==> src/rtl/ann_pkg.sv <==
// ann_pkg: shared sizes, memory-layout constants, state type and activation for the MAC sequencer
package ann_pkg;
    localparam int DW        = 16;
    localparam int ACC_W     = 32;
    localparam int N_IN      = 8;
    localparam int N_HID     = 16;
    localparam int N_OUT     = 4;
    localparam int AW        = 8;
    localparam int L1_BASE   = 144;
    localparam int L0_STRIDE = 9;
    localparam int L1_STRIDE = 17;
    localparam int LAST_ADDR = 211;

    typedef enum logic [1:0] {IDLE, RUN, DONE} state_t;

    function automatic logic signed [DW-1:0] act_sat_shift(input logic signed [ACC_W-1:0] acc);
        logic signed [ACC_W-1:0] s;
        s = acc > 32'sd32767 ? 32'sd32767 : acc < -32'sd32768 ? -32'sd32768 : acc;
        return DW'((s >>> 1) + 32'sd128);
    endfunction
endpackage

==> src/rtl/ann_mac_sequencer_if.sv <==
// ann_mac_sequencer_if: feature-in, score-out and weight-memory signals of the MAC sequencer
interface ann_mac_sequencer_if;
    import ann_pkg::*;
    logic                 in_valid;
    logic                 in_ready;
    logic [N_IN*DW-1:0]   in_feat;
    logic                 out_valid;
    logic                 out_ready;
    logic [N_OUT*DW-1:0]  out_cls;
    logic                 w_en;
    logic [AW-1:0]        w_addr;
    logic signed [DW-1:0] w_rdata;
    logic                 busy;
    modport slave (
        input  in_valid, in_feat, out_ready, w_rdata,
        output in_ready, out_valid, out_cls, w_en, w_addr, busy
    );
    modport master (
        output in_valid, in_feat, out_ready, w_rdata,
        input  in_ready, out_valid, out_cls, w_en, w_addr, busy
    );
endinterface

==> src/rtl/ann_mac_unit.sv <==
// ann_mac_unit: shared multiply-accumulate with bias add, saturation and activation per neuron
module ann_mac_unit
    import ann_pkg::*;
(
    input  logic                 clk,
    input  logic                 rst,
    input  logic                 en,
    input  logic                 first,
    input  logic                 bias,
    input  logic signed [DW-1:0] op,
    input  logic signed [DW-1:0] w,
    output logic signed [DW-1:0] result
);
    logic signed [ACC_W-1:0] acc, acc_nx, prod, bias_x;

    // next accumulator value; result is live on the bias beat so the neuron is written that edge
    always_comb begin
        prod   = ACC_W'(op) * ACC_W'(w);
        bias_x = ACC_W'(w) <<< 4;
        acc_nx = bias ? acc + bias_x : first ? prod : acc + prod;
        result = act_sat_shift(acc_nx);
    end

    // accumulator register, advanced once per consumed data beat
    always_ff @(posedge clk)
        if (rst) acc <= '0;
        else if (en) acc <= acc_nx;
endmodule

==> src/rtl/ann_mac_sequencer.sv <==
// ann_mac_sequencer: time-multiplexed single-MAC evaluation of the 8-16-4 classifier network
module ann_mac_sequencer
    import ann_pkg::*;
(
    input  logic               clk,
    input  logic               rst,
    ann_mac_sequencer_if.slave bus
);
    state_t state, state_nx;
    logic signed [DW-1:0] feat   [N_IN];
    logic signed [DW-1:0] hidden [N_HID];
    logic signed [DW-1:0] obuf   [N_OUT];
    logic [4:0] iss_j, rd_j;
    logic [3:0] iss_n, rd_n;
    logic iss_l1, rd_l1, rd_en;
    logic iss_last_j, rd_bias, rd_first, rd_last, accept, out_fire;
    logic signed [DW-1:0] operand, result;

    // handshake outputs, beat decode and next state
    always_comb begin
        bus.in_ready  = state == IDLE && !rst;
        bus.out_valid = state == DONE;
        bus.busy      = state != IDLE;
        accept        = bus.in_valid && bus.in_ready;
        out_fire      = bus.out_valid && bus.out_ready;
        iss_last_j    = iss_j == (iss_l1 ? 5'(L1_STRIDE - 1) : 5'(L0_STRIDE - 1));
        rd_bias       = rd_j == (rd_l1 ? 5'(L1_STRIDE - 1) : 5'(L0_STRIDE - 1));
        rd_first      = rd_j == '0;
        rd_last       = rd_en && rd_l1 && rd_bias && rd_n == 4'(N_OUT - 1);
        operand       = rd_l1 ? hidden[rd_j[3:0]] : feat[rd_j[2:0]];
        state_nx      = state == IDLE ? (accept ? RUN : IDLE)
                      : state == RUN  ? (rd_last ? DONE : RUN)
                      : (out_fire ? IDLE : DONE);
    end

    // state register
    always_ff @(posedge clk)
        if (rst) state <= IDLE;
        else state <= state_nx;

    // address issue: one word per cycle from accept through the last bias, tracking neuron/offset
    always_ff @(posedge clk)
        if (rst) begin
            bus.w_en   <= 1'b0;
            bus.w_addr <= '0;
            iss_j      <= '0;
            iss_n      <= '0;
            iss_l1     <= 1'b0;
        end else if (accept) begin
            bus.w_en   <= 1'b1;
            bus.w_addr <= '0;
            iss_j      <= '0;
            iss_n      <= '0;
            iss_l1     <= 1'b0;
        end else if (bus.w_en) begin
            bus.w_en   <= bus.w_addr != AW'(LAST_ADDR);
            bus.w_addr <= bus.w_addr == AW'(LAST_ADDR) ? bus.w_addr : bus.w_addr + 1'b1;
            iss_j      <= iss_last_j ? '0 : iss_j + 5'd1;
            iss_n      <= iss_n + 4'(iss_last_j);
            iss_l1     <= iss_l1 || (iss_last_j && iss_n == 4'(N_HID - 1));
        end

    // beat tags delayed one cycle to line up with the synchronous memory read data
    always_ff @(posedge clk)
        if (rst) begin
            rd_en <= 1'b0;
            rd_j  <= '0;
            rd_n  <= '0;
            rd_l1 <= 1'b0;
        end else begin
            rd_en <= bus.w_en;
            rd_j  <= iss_j;
            rd_n  <= iss_n;
            rd_l1 <= iss_l1;
        end

    ann_mac_unit u_mac (
        .clk    (clk),
        .rst    (rst),
        .en     (rd_en),
        .first  (rd_first),
        .bias   (rd_bias),
        .op     (operand),
        .w      (bus.w_rdata),
        .result (result)
    );

    // feature latch, hidden/output buffers; scores publish together on the final beat
    always_ff @(posedge clk)
        if (rst) begin
            feat        <= '{default: '0};
            hidden      <= '{default: '0};
            obuf        <= '{default: '0};
            bus.out_cls <= '0;
        end else begin
            if (accept)
                for (int i = 0; i < N_IN; i++) feat[i] <= bus.in_feat[i*DW +: DW];
            if (rd_en && rd_bias && !rd_l1) hidden[rd_n] <= result;
            if (rd_en && rd_bias && rd_l1) obuf[rd_n[1:0]] <= result;
            if (rd_last) bus.out_cls <= {result, obuf[2], obuf[1], obuf[0]};
        end
endmodule

==> src/flat_wrapper.sv <==
// flat-port wrapper written by rule: the top's interface ports become plain ports
module ann_mac_sequencer_flat import ann_pkg::*;
  (clk, rst, bus_in_valid, bus_in_feat, bus_out_ready, bus_w_rdata, bus_in_ready, bus_out_valid, bus_out_cls, bus_w_en, bus_w_addr, bus_busy);
  ann_mac_sequencer_if bus_i ();
  input  logic clk;
  input  logic rst;
  input wire logic [$bits(bus_i.in_valid)-1:0] bus_in_valid;
  input wire logic [$bits(bus_i.in_feat)-1:0] bus_in_feat;
  input wire logic [$bits(bus_i.out_ready)-1:0] bus_out_ready;
  input wire logic [$bits(bus_i.w_rdata)-1:0] bus_w_rdata;
  output wire logic [$bits(bus_i.in_ready)-1:0] bus_in_ready;
  output wire logic [$bits(bus_i.out_valid)-1:0] bus_out_valid;
  output wire logic [$bits(bus_i.out_cls)-1:0] bus_out_cls;
  output wire logic [$bits(bus_i.w_en)-1:0] bus_w_en;
  output wire logic [$bits(bus_i.w_addr)-1:0] bus_w_addr;
  output wire logic [$bits(bus_i.busy)-1:0] bus_busy;
  assign bus_i.in_valid = bus_in_valid;
  assign bus_i.in_feat = bus_in_feat;
  assign bus_i.out_ready = bus_out_ready;
  assign bus_i.w_rdata = bus_w_rdata;
  assign bus_in_ready = bus_i.in_ready;
  assign bus_out_valid = bus_i.out_valid;
  assign bus_out_cls = bus_i.out_cls;
  assign bus_w_en = bus_i.w_en;
  assign bus_w_addr = bus_i.w_addr;
  assign bus_busy = bus_i.busy;
  ann_mac_sequencer u_core (.clk(clk), .rst(rst), .bus(bus_i));
endmodule
==> config.mk <==
export PLATFORM = sky130hd
export DESIGN_NAME = ann_mac_sequencer_flat
export DESIGN_NICKNAME = d
export VERILOG_FILES = /design/src/rtl/ann_pkg.sv /design/src/rtl/ann_mac_sequencer_if.sv /design/src/rtl/ann_mac_unit.sv /design/src/rtl/ann_mac_sequencer.sv /design/src/flat_wrapper.sv
export SDC_FILE = /design/constraint.sdc
export NUM_CORES = 2
export LEC_CHECK = 0
export ABC_AREA = 0
export ABC_CLOCK_PERIOD_IN_PS = 16540
export CAP_MARGIN = 15
export CELL_PAD_IN_SITES_DETAIL_PLACEMENT = 0
export CELL_PAD_IN_SITES_GLOBAL_PLACEMENT = 2
export CORE_UTILIZATION = 40
export DETAILED_ROUTE_END_ITERATION = 7
export DONT_BUFFER_PORTS = 1
export HOLD_SLACK_MARGIN = 0.06
export PLACE_DENSITY_LB_ADDON = 0.1
export SLEW_MARGIN = 5
export SYNTH_ARGS = -nofsm -noshare
export SYNTH_HDL_FRONTEND = slang
export SYNTH_SLANG_ARGS = --single-unit
==> constraint.sdc <==
create_clock -name clk -period 16.54 [get_ports clk]
set_clock_uncertainty 0.1 [all_clocks]
set_input_delay 1.654 -clock clk [delete_from_list [all_inputs] [get_ports clk]]
set_output_delay 1.654 -clock clk [all_outputs]
set_load 0.005 [all_outputs]
==> out/metrics.cfg <==
[global_route]
first_global_vias = 29510
antenna_violations_before_repair = 1
wire_length_of_the_first_global_routing_pass_um = 184700
grt_max_degree = 546
globalRoute.totalOverflow = 0
groute.usage.overall_pct = 25.88

[clock_network]
cts.hold.buffers_added = 0
ctsLongestPathBuffers = 3
tritoncts = done
cts.clk_slew.worst_paths_ns = 0.05
clock-sinks = 560
cts_buffers = 67
clock_latency_ns = 0.63
post_cts_resized = 0
post-cts-setup-buffers = 0
cts_max_level = 3
clockRootBuffer = sky130_fd_sc_hd__clkbuf_16

[sta]
fin_ws_ns = 2.359
slew_viols_final = 261
final.period_utilization_pct = 85.74
setup-tns-final_ns = 0
timing.max_slew.rel_slack_pct = -37.72
worst_slew_pin_slew_ns = 2.066
final_hold_viol_count = 0
finalSetupViolCount = 0
rsz_0062_raised_after_global_routing = no
final.min_clock_period_ns = 14.18
timing.fmax_ghz = 0.07052

[floorplan]
effective_utilization_at_floorplan_pct = 40.51
floorplan.core_area_mm2 = 0.09208
ioPinCount = 224
die_width_um = 307.4
fp-row-count = 111
die_height_um = 307.4
design.die.area_mm2 = 0.09447

[synthesis]
synth_flop_cell = sky130_fd_sc_hd__dfxtp_1
post_synth.cell_area_avg_um2 = 8.646
async_flop_share_pct = 0
post-synth-top-count-cell = sky130_fd_sc_hd__nand2_1
syn_nets = 4873
yosysTopAreaCellShare_pct = 30.06
synth_seq_cells = 560
synthesis.yosys.warnings = 0
synth.yosys.seq_area_share_pct = 30.06
yosysTopAreaCell = sky130_fd_sc_hd__dfxtp_1
synthTopCellsByArea = sky130_fd_sc_hd__dfxtp_1, sky130_fd_sc_hd__fa_1, sky130_fd_sc_hd__nand2_1, sky130_fd_sc_hd__mux4_2, sky130_fd_sc_hd__ha_1
synth_area_mm2 = 0.03730
post_synth_num_cell_types = 80
number_of_enable_type_register_cells_in_the_synthesized_netlist = 0
syn_inst = 4314
post_synth_most_frequent_cells = sky130_fd_sc_hd__nand2_1, sky130_fd_sc_hd__dfxtp_1, sky130_fd_sc_hd__a21oi_1, sky130_fd_sc_hd__inv_1, sky130_fd_sc_hd__nor2_1

[placement]
place.gp.congestion = 0.8764
dp.final_hpwl_um = 84870
pre_cts_ws_ns = 2.387
placed_cells_incl_taps = 5324
port_buffers = 0

[setup_path]
worst_path_largest_cell_delay_ns = 0.98
crit_type = register to register
critical_path.reg2reg.startpoint = u_core.rd_j[0]
end_kind = register
r2r_cells = 45
setup.worst_path.start_class = register
worst_setup_path_startpoint = u_core.rd_j[0]
timing.critical_path.arrival_ns = 14.55
critical_path.slowest_cell = sky130_fd_sc_hd__dfxtp_4
required_ns = 16.91
path_max_fanout = 54

[finish]
final_util_pct = 44.06
multi_input_area_mm2 = 0.02378
drive_gt1_share_pct = 8.526
layout.cells.non_filler = 5444
n_fill_cell = 9305
area_delta_synth_final_pct = 8.779
ff_latch_area_mm2 = 0.01122
layout.nets = 4709

[min_path]
hold_path_class = register to register
min_from = u_core.hidden[94]
hold_depth = 2

[routing]
vias_per_cell = 5.403
drtAntennaViolNets = 0
detailedRoute.firstPassIterationCount = 5
detailroute.via_count = 29410
remaining_drc_errors = 0
post_drt_wl_per_cell_um = 22.36
drt-initial-drc-count = 2315
totalWireLength_um = 121700

[status]
violations = max-slew violations
outcome = finished, violations left

[run]
maxCapViolations = 0

-- flip-flops by register name, indices dropped and copies added (netlist names), 5 cells and up --
register            cells
u_core.u_mac.acc       32
u_core.hidden         256
u_core.bus.out_cls     64
u_core.rd_j             5
u_core.iss_j            5
u_core.obuf            48
u_core.bus.w_addr       8
u_core.feat           128
-- per-stage QoR --
step / hold slack (ns) / area [um^2]
6_report: 0.3469 / 40570
3_5_place_dp: 0.3425 / 38310
5_1_grt: 0.3647 / 40570
3_3_place_gp: 0.3381 / 38310
2_1_floorplan: 0.3287 / 37300
4_1_cts: 0.3500 / 40570
-- cells in the final DEF, fill, tap and decap left out, types with 29 or more instances in the layout --
cell and instances:
sky130_fd_sc_hd__a211oi_1 162, sky130_fd_sc_hd__mux2i_1 41, sky130_fd_sc_hd__dfxtp_1 557, sky130_fd_sc_hd__nand4_1 29
sky130_fd_sc_hd__ha_1 147, sky130_fd_sc_hd__xor2_1 35, sky130_fd_sc_hd__and2_1 46, sky130_fd_sc_hd__inv_1 337
sky130_fd_sc_hd__nor2_1 295, sky130_fd_sc_hd__nand2_1 734, sky130_fd_sc_hd__nand2b_1 192, sky130_fd_sc_hd__fa_1 264
sky130_fd_sc_hd__mux4_2 112, sky130_fd_sc_hd__buf_4 62, sky130_fd_sc_hd__a21oi_1 326, sky130_fd_sc_hd__clkbuf_16 68
sky130_fd_sc_hd__nor2b_1 115, sky130_fd_sc_hd__a21o_1 36, sky130_fd_sc_hd__o21ai_0 190, sky130_fd_sc_hd__xnor2_1 54
-- final timing paths --
path	end	slack [ns]
worst max register to register	u_core.hidden[47]	2.36
worst min-delay path	u_core.hidden[94]	0.35
worst max-delay path	u_core.hidden[47]	2.36
worst min register to register	u_core.hidden[94]	0.35
-- metal layers --
metal / track usage, % / vias up / wire (um) / part of all wire, %
met3: 3.365 / 146 / 5044 / 4.1
met1: 34.28 / 14530 / 54330 / 45
met2: 44.07 / 601 / 59290 / 49
li1: - / 14140 / - / -
met5: 0 / - / 0 / 0
met4: 7.254 / 0 / 3078 / 2.5
-- final cells by class --
type	count	share of cell area [%]
Timing Repair Buffer	63	1.196
Clock inverter	20	0.7648
Clock buffer	98	4.792
Antenna cell	2	0.01234
Tap cell	1243	3.833
Sequential cell	560	27.65
Inverter	339	3.136
Multi-Input combinational cell	3119	58.61
-- critical path, delay by kind of cell, from the launching register on --
| family | cells | cell delay [ns] |
|---|---|---|
| buffers and inverters | 11 | 1.99 |
| adders and majority gates | 9 | 4.08 |
| and+or+nand+nor | 10 | 2.03 |
| muxes | 2 | 1.06 |
| AOI/OAI and AO/OA | 12 | 3.37 |
| DFF | 1 | 0.98 |
| xor gates and xnor gates | 1 | 0.33 |
-- cells by family (layout without fill, tap and decap cells) --
kind of cell               after synthesis  after routing  share of synthesized area, %
other                                    0              2                             0
AOI/OAI and AO/OA                      891            891                         14.67
adders and majority gates              411            411                         19.10
buffers and inverters                  635            520                         6.538
and+or+nand+nor                       1570           1570                         19.51
DFF                                    560            560                         30.06
xor gates and xnor gates                91             91                         2.174
muxes                                  156            156                         7.953
Power is not shown: default switching activity piles up to over one toggle a cycle in this logic, so the estimate is an artifact.
